File: src/rtl/arb_pkg.sv
// Shared definitions for the eight-way round-robin arbiter.
// Holds the requester count, the select width, the FSM state type and a one-hot helper.
package arb_pkg;

    localparam int NUM_REQ = 8;
    localparam int SEL_W   = 3;

    typedef enum logic [1:0] {
        IDLE = 2'd0,
        OWN  = 2'd1,
        TURN = 2'd2
    } arb_state_t;

    function automatic logic [NUM_REQ-1:0] onehot8(input logic [SEL_W-1:0] idx);
        logic [NUM_REQ-1:0] v;
        v = '0;
        v[idx] = 1'b1;
        return v;
    endfunction

endpackage

File: src/rtl/rr_pick8.sv
// Combinational round-robin pick: first set request strictly after ptr, wrapping,
// with ptr itself searched last.
module rr_pick8
    import arb_pkg::*;
(
    input  logic [NUM_REQ-1:0] req,
    input  logic [SEL_W-1:0]   ptr,
    output logic               found,
    output logic [SEL_W-1:0]   idx
);

    logic [2*NUM_REQ-1:0] dbl;
    logic [NUM_REQ-1:0]   rot;
    logic [3:0]           shift;
    logic [SEL_W-1:0]     pos;

    // Rotate so that bit 0 of rot is requester ptr+1.
    always_comb begin
        dbl   = {req, req};
        shift = {1'b0, ptr} + 4'd1;
        rot   = dbl[shift +: NUM_REQ];
    end

    always_comb begin
        pos = '0;
        for (int j = NUM_REQ - 1; j >= 0; j--) begin
            if (rot[j]) begin
                pos = SEL_W'(j);
            end
        end
    end

    assign found = |req;
    assign idx   = ptr + SEL_W'(1) + pos;

endmodule

File: src/rtl/arb8_rr.sv
// Round-robin arbiter for eight requesters sharing one 8:1-muxed resource.
// Registered one-hot grant and binary select, hold limit and one-cycle turnaround.
//
// state | meaning
// IDLE  | no owner; sample req and grant the round-robin winner
// OWN   | grant held; release on owner drop or hold limit
// TURN  | single dead cycle so the mux never switches mid-transfer
module arb8_rr
    import arb_pkg::*;
#(
    parameter int unsigned MAX_HOLD = 4
)
(
    input  logic               clk,
    input  logic               reset_n,
    input  logic [NUM_REQ-1:0] req,
    output logic [NUM_REQ-1:0] grant,
    output logic [SEL_W-1:0]   select,
    output logic               valid,
    output logic               timeout
);

    localparam int CW = (MAX_HOLD == 0) ? 1 : $clog2(MAX_HOLD + 1);
    localparam logic [CW-1:0] HOLD_LAST = (MAX_HOLD == 0) ? '0 : CW'(MAX_HOLD - 1);

    arb_state_t       state;
    logic [SEL_W-1:0] ptr;
    logic [CW-1:0]    cnt;

    logic             found;
    logic [SEL_W-1:0] win;
    logic             rel_vol;
    logic             rel_forced;

    rr_pick8 u_pick (
        .req   (req),
        .ptr   (ptr),
        .found (found),
        .idx   (win)
    );

    // A voluntary drop wins over the limit, so timeout only flags true revocations.
    assign rel_vol    = ~req[select];
    assign rel_forced = (MAX_HOLD != 0) && (cnt == HOLD_LAST);

    always_ff @(posedge clk or negedge reset_n) begin
        if (!reset_n) begin
            state   <= IDLE;
            grant   <= '0;
            select  <= '0;
            valid   <= 1'b0;
            timeout <= 1'b0;
            ptr     <= 3'd7;
            cnt     <= '0;
        end else begin
            timeout <= 1'b0;
            case (state)
                IDLE: begin
                    if (found) begin
                        grant  <= onehot8(win);
                        select <= win;
                        valid  <= 1'b1;
                        ptr    <= win;
                        cnt    <= '0;
                        state  <= OWN;
                    end
                end
                OWN: begin
                    if (rel_vol || rel_forced) begin
                        grant   <= '0;
                        valid   <= 1'b0;
                        timeout <= rel_forced & ~rel_vol;
                        state   <= TURN;
                    end else if (cnt != {CW{1'b1}}) begin
                        cnt <= cnt + CW'(1);
                    end
                end
                TURN: begin
                    state <= IDLE;
                end
                default: begin
                    state <= IDLE;
                end
            endcase
        end
    end

endmodule

File: config.mk
export PLATFORM = sky130hd
export DESIGN_NAME = arb8_rr
export DESIGN_NICKNAME = d
export VERILOG_FILES = /design/src/rtl/arb_pkg.sv /design/src/rtl/rr_pick8.sv /design/src/rtl/arb8_rr.sv
export SDC_FILE = /design/constraint.sdc
export NUM_CORES = 1
export LEC_CHECK = 0
export CORE_ASPECT_RATIO = 1.5
export CORE_MARGIN = 4
export CORE_UTILIZATION = 35
export CTS_CLUSTER_DIAMETER = 50
export DETAILED_ROUTE_END_ITERATION = 10
export PLACE_DENSITY = 0.52
export SYNTH_ARGS = -nofsm -noshare
export SYNTH_HDL_FRONTEND = slang
export SYNTH_SLANG_ARGS = --single-unit
File: constraint.sdc
create_clock -name clk -period 3.45 [get_ports clk]
set_input_delay 0.8625 -clock clk [delete_from_list [all_inputs] [get_ports clk]]
set_output_delay 0.8625 -clock clk [all_outputs]
set_load 0.01 [all_outputs]
# After elaboration in Yosys (flattened, before gate mapping)
# Index checks and enable logic that the tools add are counted.
# word_totals
input_bits	10
register_bits	21
# op_classes
mux	27
n_shift	1
bitwise_logic	2
eq_ne	7
n_addsub	4
n_reduce_logical	9
magnitude_cmp	3
# op_table
cell	n
2-to-1 mux 3 bit	11
2-to-1 mux 8 bit	2
one-hot mux 8 bit (2 select lines)	1
indexed part select 16 x 5 -> 8 bit	1
less-than comparator 3 x 4 -> 1 bit, second input constant	2
!= test 2 bit, second input constant	4
OR reduction 8 bit	1
adder 3 x 1 -> 3 bit, second input constant	2
2-to-1 mux 1 bit	6
one-hot mux 3 bit (2 select lines)	1
adder 3 x 1 -> 4 bit, second input constant	1
2-to-1 mux 2 bit	2
one-hot mux 2 bit (2 select lines)	1
AND reduction 2 bit	2
AND reduction 4 bit	1
adder 3 bit	1
binary-select mux 1 bit (select 3 bit)	1
demux 1 bit (select 3 bit)	1
== test 3 x 2 -> 1 bit, second input constant	1
greater-or-equal comparator 3 x 1 -> 1 bit, second input constant	1
!= test 3 bit, second input constant	1
AND reduction 3 bit	1
== test 2 x 1 -> 1 bit, second input constant	1
zero test 2 bit	1
other kinds (6)	6

# Depth between registers and ports, before layout
# Gate-level depths: netlist (run 1).
# logic_depth
depth_word	17
depth_mapped	12
depth_no_buf	11

# Modules after synthesis
# From an unflattened synthesis (run 1), not the netlist that was laid out.
# unflattened
hier_cells	151
area_unflattened_um2	1580.3
# by_module_without_submodules
mod	instances	area_per_inst_um2	cells_per_inst
arb8_rr	1	1089.8	105
rr_pick8	1	490.5	46

# Least setup slack after synthesis (run 1)
# Ideal clock, no wire load.
# synth_timing
path_type	input to register
from	input req[6]
to	register grant[0]
t_arrival_ps	3108
setup_slack_ps	220
stages	11
n_path_buf	1
path_cell_list	buf_2 > mux2_2 > nand2_1 > o21ai_0 > a211o_1 > a32oi_1 > a21oi_1 > ha_1 > fa_1 > xnor2_4 > a32o_1
# synth_via
elab_chain_len	16
# synth_rtl
element	line	text
start, declared	arb8_rr.sv:16	input logic [NUM_REQ-1:0] req,
indexed part select 16 x 5 -> 8 bit	rr_pick8.sv:21	rot = dbl[shift +: NUM_REQ];
2-to-1 mux 3 bit (8 in series)	rr_pick8.sv:27	if (rot[j]) begin
adder 3 bit	rr_pick8.sv:34	assign idx = ptr + SEL_W'(1) + pos;
less-than comparator 3 x 4 -> 1 bit (implied by the code) or greater-or-equal comparator 3 x 1 -> 1 bit (tied branches)	arb_pkg.sv:17	v[idx] = 1'b1;
logical AND 1 bit (implied by the code)	arb_pkg.sv:17	
2-to-1 mux 1 bit (implied by the code)	arb_pkg.sv:17	
demux 1 bit (select 3 bit)	arb_pkg.sv:17	
2-to-1 mux 8 bit	arb8_rr.sv:59	if (found) begin
one-hot mux 8 bit (2 select lines)	arb8_rr.sv:57	case (state)
end signal, assigned	arb8_rr.sv:60	grant <= onehot8(win);
end, declared	arb8_rr.sv:17	output logic [NUM_REQ-1:0] grant,
# Parallel ways exist; a longest one is shown, timed or not. The select of a mux whose other input is x is not followed.
# A chain may end at the register's enable or synchronous reset.

# Worst setup path in the final report (run 1)
# layout_timing
from	input req[0]
to	register grant[3]
# Same word-level chain as after synthesis.

==> results_dict.tcl, run 1 <==
set metrics [dict create \
    wl_mm 4.40 \
    met2_length_mm 2.34 \
    final_cell_mix "buf_4, nand2_1, dfrtp_1" \
    maxCapViolations 0 \
    place_ws_ns -0.394 \
    drc 0 \
    die_area_mm2 0.00591 \
    dieWidth_um 64.1 \
    grt_pass1_wl_mm 7.36 \
    hold_viol 0 \
    synth_xor_area_share_pct 1.67 \
    cts_setup_buffers 0 \
    power.leakage_uw 0.000964 \
    max_slew_margin_pct 39.2 \
    slew_viol_final 0 \
    port_buffers 22 \
    required_ns 3.60 \
    drt_iter0_markers 37 \
    worst-path-buf-inv 2 \
    cts_tree "built" \
    drive_above_1_share_pct 33.8 \
    post-route-period-util_pct 95.0 \
    die_h_um 92.2 \
    vdd_drop_max_uv 572 \
    clock_latency_ns 0.26 \
    grt_setup_unrepaired "no" \
    total_power_uw 2260 \
    grtUsageTotal_pct 15.7 \
    slowest_delay_ns 0.60 \
    final_common_cell "buf_4" \
    final_nets 232 \
    clock_skew_ns 0.00162 \
    seq_area_frac_synth_pct 32.0 \
    m1WireLength_mm 1.75 \
    grt_max_degree 23 \
    diodes 0 \
    synth_edf_count 0 \
    cts_sinks 21 \
    cts_htree_levels 1 \
    synth_warnings 0 \
    synthMuxAreaShare_pct 9.46 \
    cp_top_family "compound AO/OA/AOI/OAI gates" \
    ys.flop_type "dfrtp_1" \
    syn_nets 183 \
    area_delta_synth_final_pct 37.0 \
    overflow 0 \
    dr.pass1.iters 4 \
    boundaryPins 23 \
    cp_cell_sequence "dlygate4sd2_1 -> nor2b_1 -> o32ai_2 -> o211ai_1 -> o32ai_1 -> a21oi_1 -> ha_2 -> fa_2 -> nor2_1 -> buf_4 -> a32o_1" \
    antenna_found_initial 0 \
    synth_top_family_by_area "compound AO/OA/AOI/OAI gates" \
    setup_viol 0 \
    final_util_pct 49.9 \
    initial_core_util_pct 36.4 \
    vias 1485 \
    routabilityCongestion 0.846 \
    status "completed" \
    core_area_mm2 0.00454 \
    path_clk_slew_ns 0.07 \
    power_density_mw_per_mm2 997 \
    synthCells 168 \
    hold_ws_ns 0.489 \
    place_hpwl_mm 3.38 \
    cts_buffers 3 \
    synth.distinct_cells 58 \
    synthArstFlopShare_pct 100 \
    tns_ns 0 \
    yosys.area.top_type "dfrtp_1" \
    met3WireLength_um 126 \
    clock-root-buffer "clkbuf_8" \
    synth-simple-area-share_pct 18.5 \
    crit_type "in -> reg" \
    crit_path_end_kind "flop" \
    worstSetupStartpointType "primary input" \
    routed_via_density 5.30 \
    top_layer "met4" \
    synth_compound_area_share_pct 28.8 \
    post_synth.cell_area_avg_um2 9.84 \
    ant_nets 0 \
    wl_per_cell_um 15.7 \
    synth_top_area_share_pct 27.3 \
    rrSetupSlack_ns 0.21 \
    cts_buffer_depth 2 \
    cts_hold_buf 0 \
    layout_setup_ws_ns 0.174 \
    fin_crit_ns 3.28 \
    cp.arrival_ns 3.43 \
    grt_pass1_vias 1583 \
    yosys.area_share.adder_pct 4.24 \
    rows 30 \
    n_fill_cell 437 \
    synthTopCellsByArea "dfrtp_1, dfstp_2, nand2_1, o32ai_4, ha_1" \
    synth-seq-cells 21 \
    synth_area_mm2 0.00165 \
    hold_class "reg -> reg" \
    fmax_ghz 0.305 \
    cp_max_fo 5 \
    crit_slowest_cell "fa_2" \
    worst_pin_slew_ns 0.910 \
]
logic make-up (layout without fill, tap and decap cells):
| logic type | count (synthesis) | in the layout |
|---|---|---|
| adder cells (fa/ha/maj) | 5 | 5 |
| AO/OA/AOI/OAI | 54 | 54 |
| XOR/XNOR | 1 | 1 |
| flip-flops | 21 | 21 |
| multiplexers | 12 | 12 |
| buffers and inverters | 19 | 67 |
| AND/OR/NAND/NOR | 56 | 56 |
flip-flops by register name (all words and copies together) (netlist names):
name	cells
cnt	3
grant	8
ptr	3
select	3
state	2
timeout	1
valid	1
metrics by stage:
stage	instance area (um2)	std cells
after detailed placement	2140	276
after CTS	2210	280
after global placement	2140	276
after global routing	2260	280
after floorplan	1650	168
final	2260	280
cell usage after synthesis (all sizes together) (2+ instances only):
master and instances:
mux2 6, dfrtp 18, o32ai 4, clkbuf 5, mux4 2, nand2 18
a21oi 8, a32o 4, a31oi 2, nor2 9, o41ai 3, o211ai 4
nor4b 2, nand2b 5, o21ai 12, nor3 3, o21a 2, or2 3
nor3b 2, ha 4, inv 8, nor2b 6, buf 6, nor4 4
mux2i 4, dfstp 3, a211o 4
final cells by class:
type	instances	area (um2)	share of cell area (%)
timing repair buffer	55	480	21.2
sequential	21	529	23.4
multi-input combinational	128	1100	48.6
inverter	8	30.0	1.33
clock buffer	4	45.0	1.99
tap	64	80.1	3.54
final timing paths:
check | startpoint | end | cells past startpoint
min in group asynchronous | reset_n | grant[0] | 1
max in group asynchronous | reset_n | select[2] | 1
worst max register to register | ptr[1] | grant[3] | 11
worst min-delay path | grant[7] | grant[7] | 2
worst max-delay path | req[0] | grant[3] | 11
worst min register to register | grant[7] | grant[7] | 2
worst min-delay path, delay by kind of cell, from the launching register on:
family | cells | cell delay [ns]
AO/OA/AOI/OAI | 1 | 0.05
flip-flops | 1 | 0.35
AND/OR/NAND/NOR | 1 | 0.06
routing by layer:
metal	global-route usage [%]	vias up
met4	9.70	0
met2	27.8	42
met5	0	-
met3	1.59	13
met1	17.6	699
li1	-	731
power by group:
part | total [uW] | leakage (uW) | switching [uW] | internal [uW]
Combinational | 1600 | 0.000676 | 801 | 803
Sequential | 495 | 0.000266 | 140 | 355
Clock | 157 | 0.0000228 | 74.7 | 82.2
Total | 2260 | 0.000964 | 1020 | 1240
what timing repair did:
action	in CTS	in global routing
cloned	0	0
endpoints found under the hold margin	0	0
endpoints found under the setup margin	12	12
gates resized for setup	8	19
pin swaps	2	7
(Power assumes the default switching activity.)
==> inputs of run 2 (changes only) <==
- CORE_MARGIN: 4 -> 5
- TNS_END_PERCENT: default -> 50
==> results_dict.tcl, run 2 (synthesis gave the netlist of run 1 again) <==
set metrics [dict create \
    slew_viol_final 0 \
    clock_latency_ns 0.25 \
    final_common_cell "buf_4" \
    drive_above_1_share_pct 31.9 \
    place_hpwl_mm 3.48 \
    routed_via_density 5.45 \
    required_ns 3.59 \
    crit_path_end_kind "flop" \
    n_fill_cell 425 \
    worstHoldEndpoint "grant[4]" \
    maxCapViolations 0 \
    cp_cell_sequence "dlymetal6s2s_1 -> mux2_2 -> or2_2 -> o2111ai_1 -> a21oi_1 -> nand4b_1 -> a21oi_1 -> ha_2 -> fa_2 -> inv_2 -> nor2_4 -> a32o_1" \
    vias 1511 \
    p_seq_share_pct 21.0 \
    die_area_mm2 0.00623 \
    worstSetupStartpointType "primary input" \
    worst_pin_slew_ns 0.909 \
    instances_no_fill 277 \
    hold_viol 0 \
    clock-root-buffer "clkbuf_8" \
    dr.pass1.iters 4 \
    antenna_found_initial 0 \
    tns_ns 0 \
    rrSetupSlack_ns 0.27 \
    reg2regPathDepth 12 \
    drc 0 \
    cts_setup_buffers 0 \
    rr_startpoint "ptr[1]" \
    fin_area_mm2 0.00226 \
    p_clk_share_pct 6.7 \
    cts_buffers 3 \
    port_buffers 22 \
    area_delta_synth_final_pct 36.9 \
    cp_max_fo 5 \
    hold_class "reg -> reg" \
    boundaryPins 23 \
    final_nets 229 \
    final_cell_mix "buf_4, nand2_1, dfrtp_1" \
    regArea_um2 529 \
    multi_input_area_mm2 0.00111 \
    cts_tree "built" \
    hp-start "grant[4]" \
    cp.arrival_ns 3.34 \
    crit_slowest_cell "fa_2" \
    fin_crit_ns 3.20 \
    grt_pass1_vias 1507 \
    cts_sinks 21 \
    largest_register "grant" \
    initial_core_util_pct 36.4 \
    grtUsageTotal_pct 14.9 \
    path_clk_slew_ns 0.07 \
    switching_power_uw 1040 \
    slowest_delay_ns 0.46 \
    vdd_drop_max_uv 485 \
    diodes 0 \
    fmax_ghz 0.313 \
    crit_path_frequent_cell "a21oi_1" \
    drt_iter0_markers 70 \
    rows 30 \
    grt_setup_unrepaired "no" \
    cts_buffer_depth 2 \
    grt_pass1_wl_mm 7.33 \
    overflow 0 \
    r2r-end "grant[1]" \
    crit_type "in -> reg" \
    die_h_um 94.2 \
    dp.cells 273 \
    p_sw_share_pct 45.8 \
    clock_skew_ns 0.00143 \
    wl_mm 4.45 \
    dieWidth_um 66.1 \
    hold_depth 2 \
    routabilityCongestion 0.833 \
    grt_max_degree 23 \
    p_int_uw 1230 \
    status "completed" \
    post-route-period-util_pct 92.7 \
    cts_htree_levels 1 \
    largest_register_ffs 8 \
    p_comb_share_pct 72.3 \
    wl_per_cell_um 16.1 \
    dpl_cell_area_mm2 0.00212 \
    core_area_mm2 0.00454 \
    ant_nets 0 \
    max_slew_margin_pct 39.2 \
    setup_viol 0 \
    power_density_mw_per_mm2 1010 \
    power.leakage_uw 0.000983 \
]
==> run 2: worst max-delay path by stage <==
stage | startpoint | to | slack, ns | cells after the start
floorplan | req[6] | grant[0] | 0.22 | 11
global placement | req[7] | grant[0] | -0.29 | 11
detailed placement | req[6] | grant[0] | -0.30 | 12
CTS | req[6] | grant[6] | -0.004 | 12
global route | ptr[1] | grant[4] | 0.06 | 10
finish | req[6] | grant[1] | 0.25 | 12
==> run 2: worst max-delay path: cells and delay by family <==
kind	cells	cell delay, ns
AOI/OAI and AO/OA	4	0.65
muxes	1	0.30
adders and majority gates	2	0.66
and+or+nand+nor	3	0.53
buffers and inverters	2	0.32
==> run 2: final cells by class <==
cell class	count	area share, %
clock buffer	4	1.99
sequential	21	23.4
tap	64	3.54
multi-input combinational	128	49.2
timing repair buffer	52	20.6
inverter	8	1.33
==> run 2: timing repair <==
action	in CTS	in global routing
pin swaps	0	6
endpoints found under the setup margin	7	12
hold buffers	0	0
gates resized for setup	3	22
==> run 2: power groups by stage <==
stage / Sequential (uW) / Clock (uW) / Combinational, uW
4_1_cts: 476 / 160 / 1590
2_1_floorplan: 431 / 0 / 1040
3_5_place_dp: 479 / 0 / 1550
3_3_place_gp: 478 / 0 / 1520
6_report: 479 / 152 / 1650
5_1_grt: 499 / 173 / 1800
==> run 2: routing by layer <==
metal / global-route usage [%] / share of wire [%] / vias up / routed length (um)
li1: - / - / 724 / -
met4: 4.58 / 2.4 / 0 / 106
met2: 28.9 / 55 / 39 / 2460
met3: 1.56 / 3.1 / 6 / 139
met1: 16.2 / 39 / 742 / 1740
met5: 0 / 0 / - / 0
==> run 2: stage by stage <==
| step | power, uW | utilization, % | hold slack, ns | setup slack, ns |
|---|---|---|---|---|
| after floorplan | 1470 | - | 0.472 | 0.220 |
| after global placement | 1990 | 46.7 | 0.470 | -0.289 |
| after detailed placement | 2030 | 46.7 | 0.474 | -0.303 |
| after CTS | 2230 | 47.8 | 0.496 | -0.00410 |
| after global routing | 2470 | 49.8 | 0.532 | 0.0591 |
| final | 2280 | 49.8 | 0.491 | 0.251 |
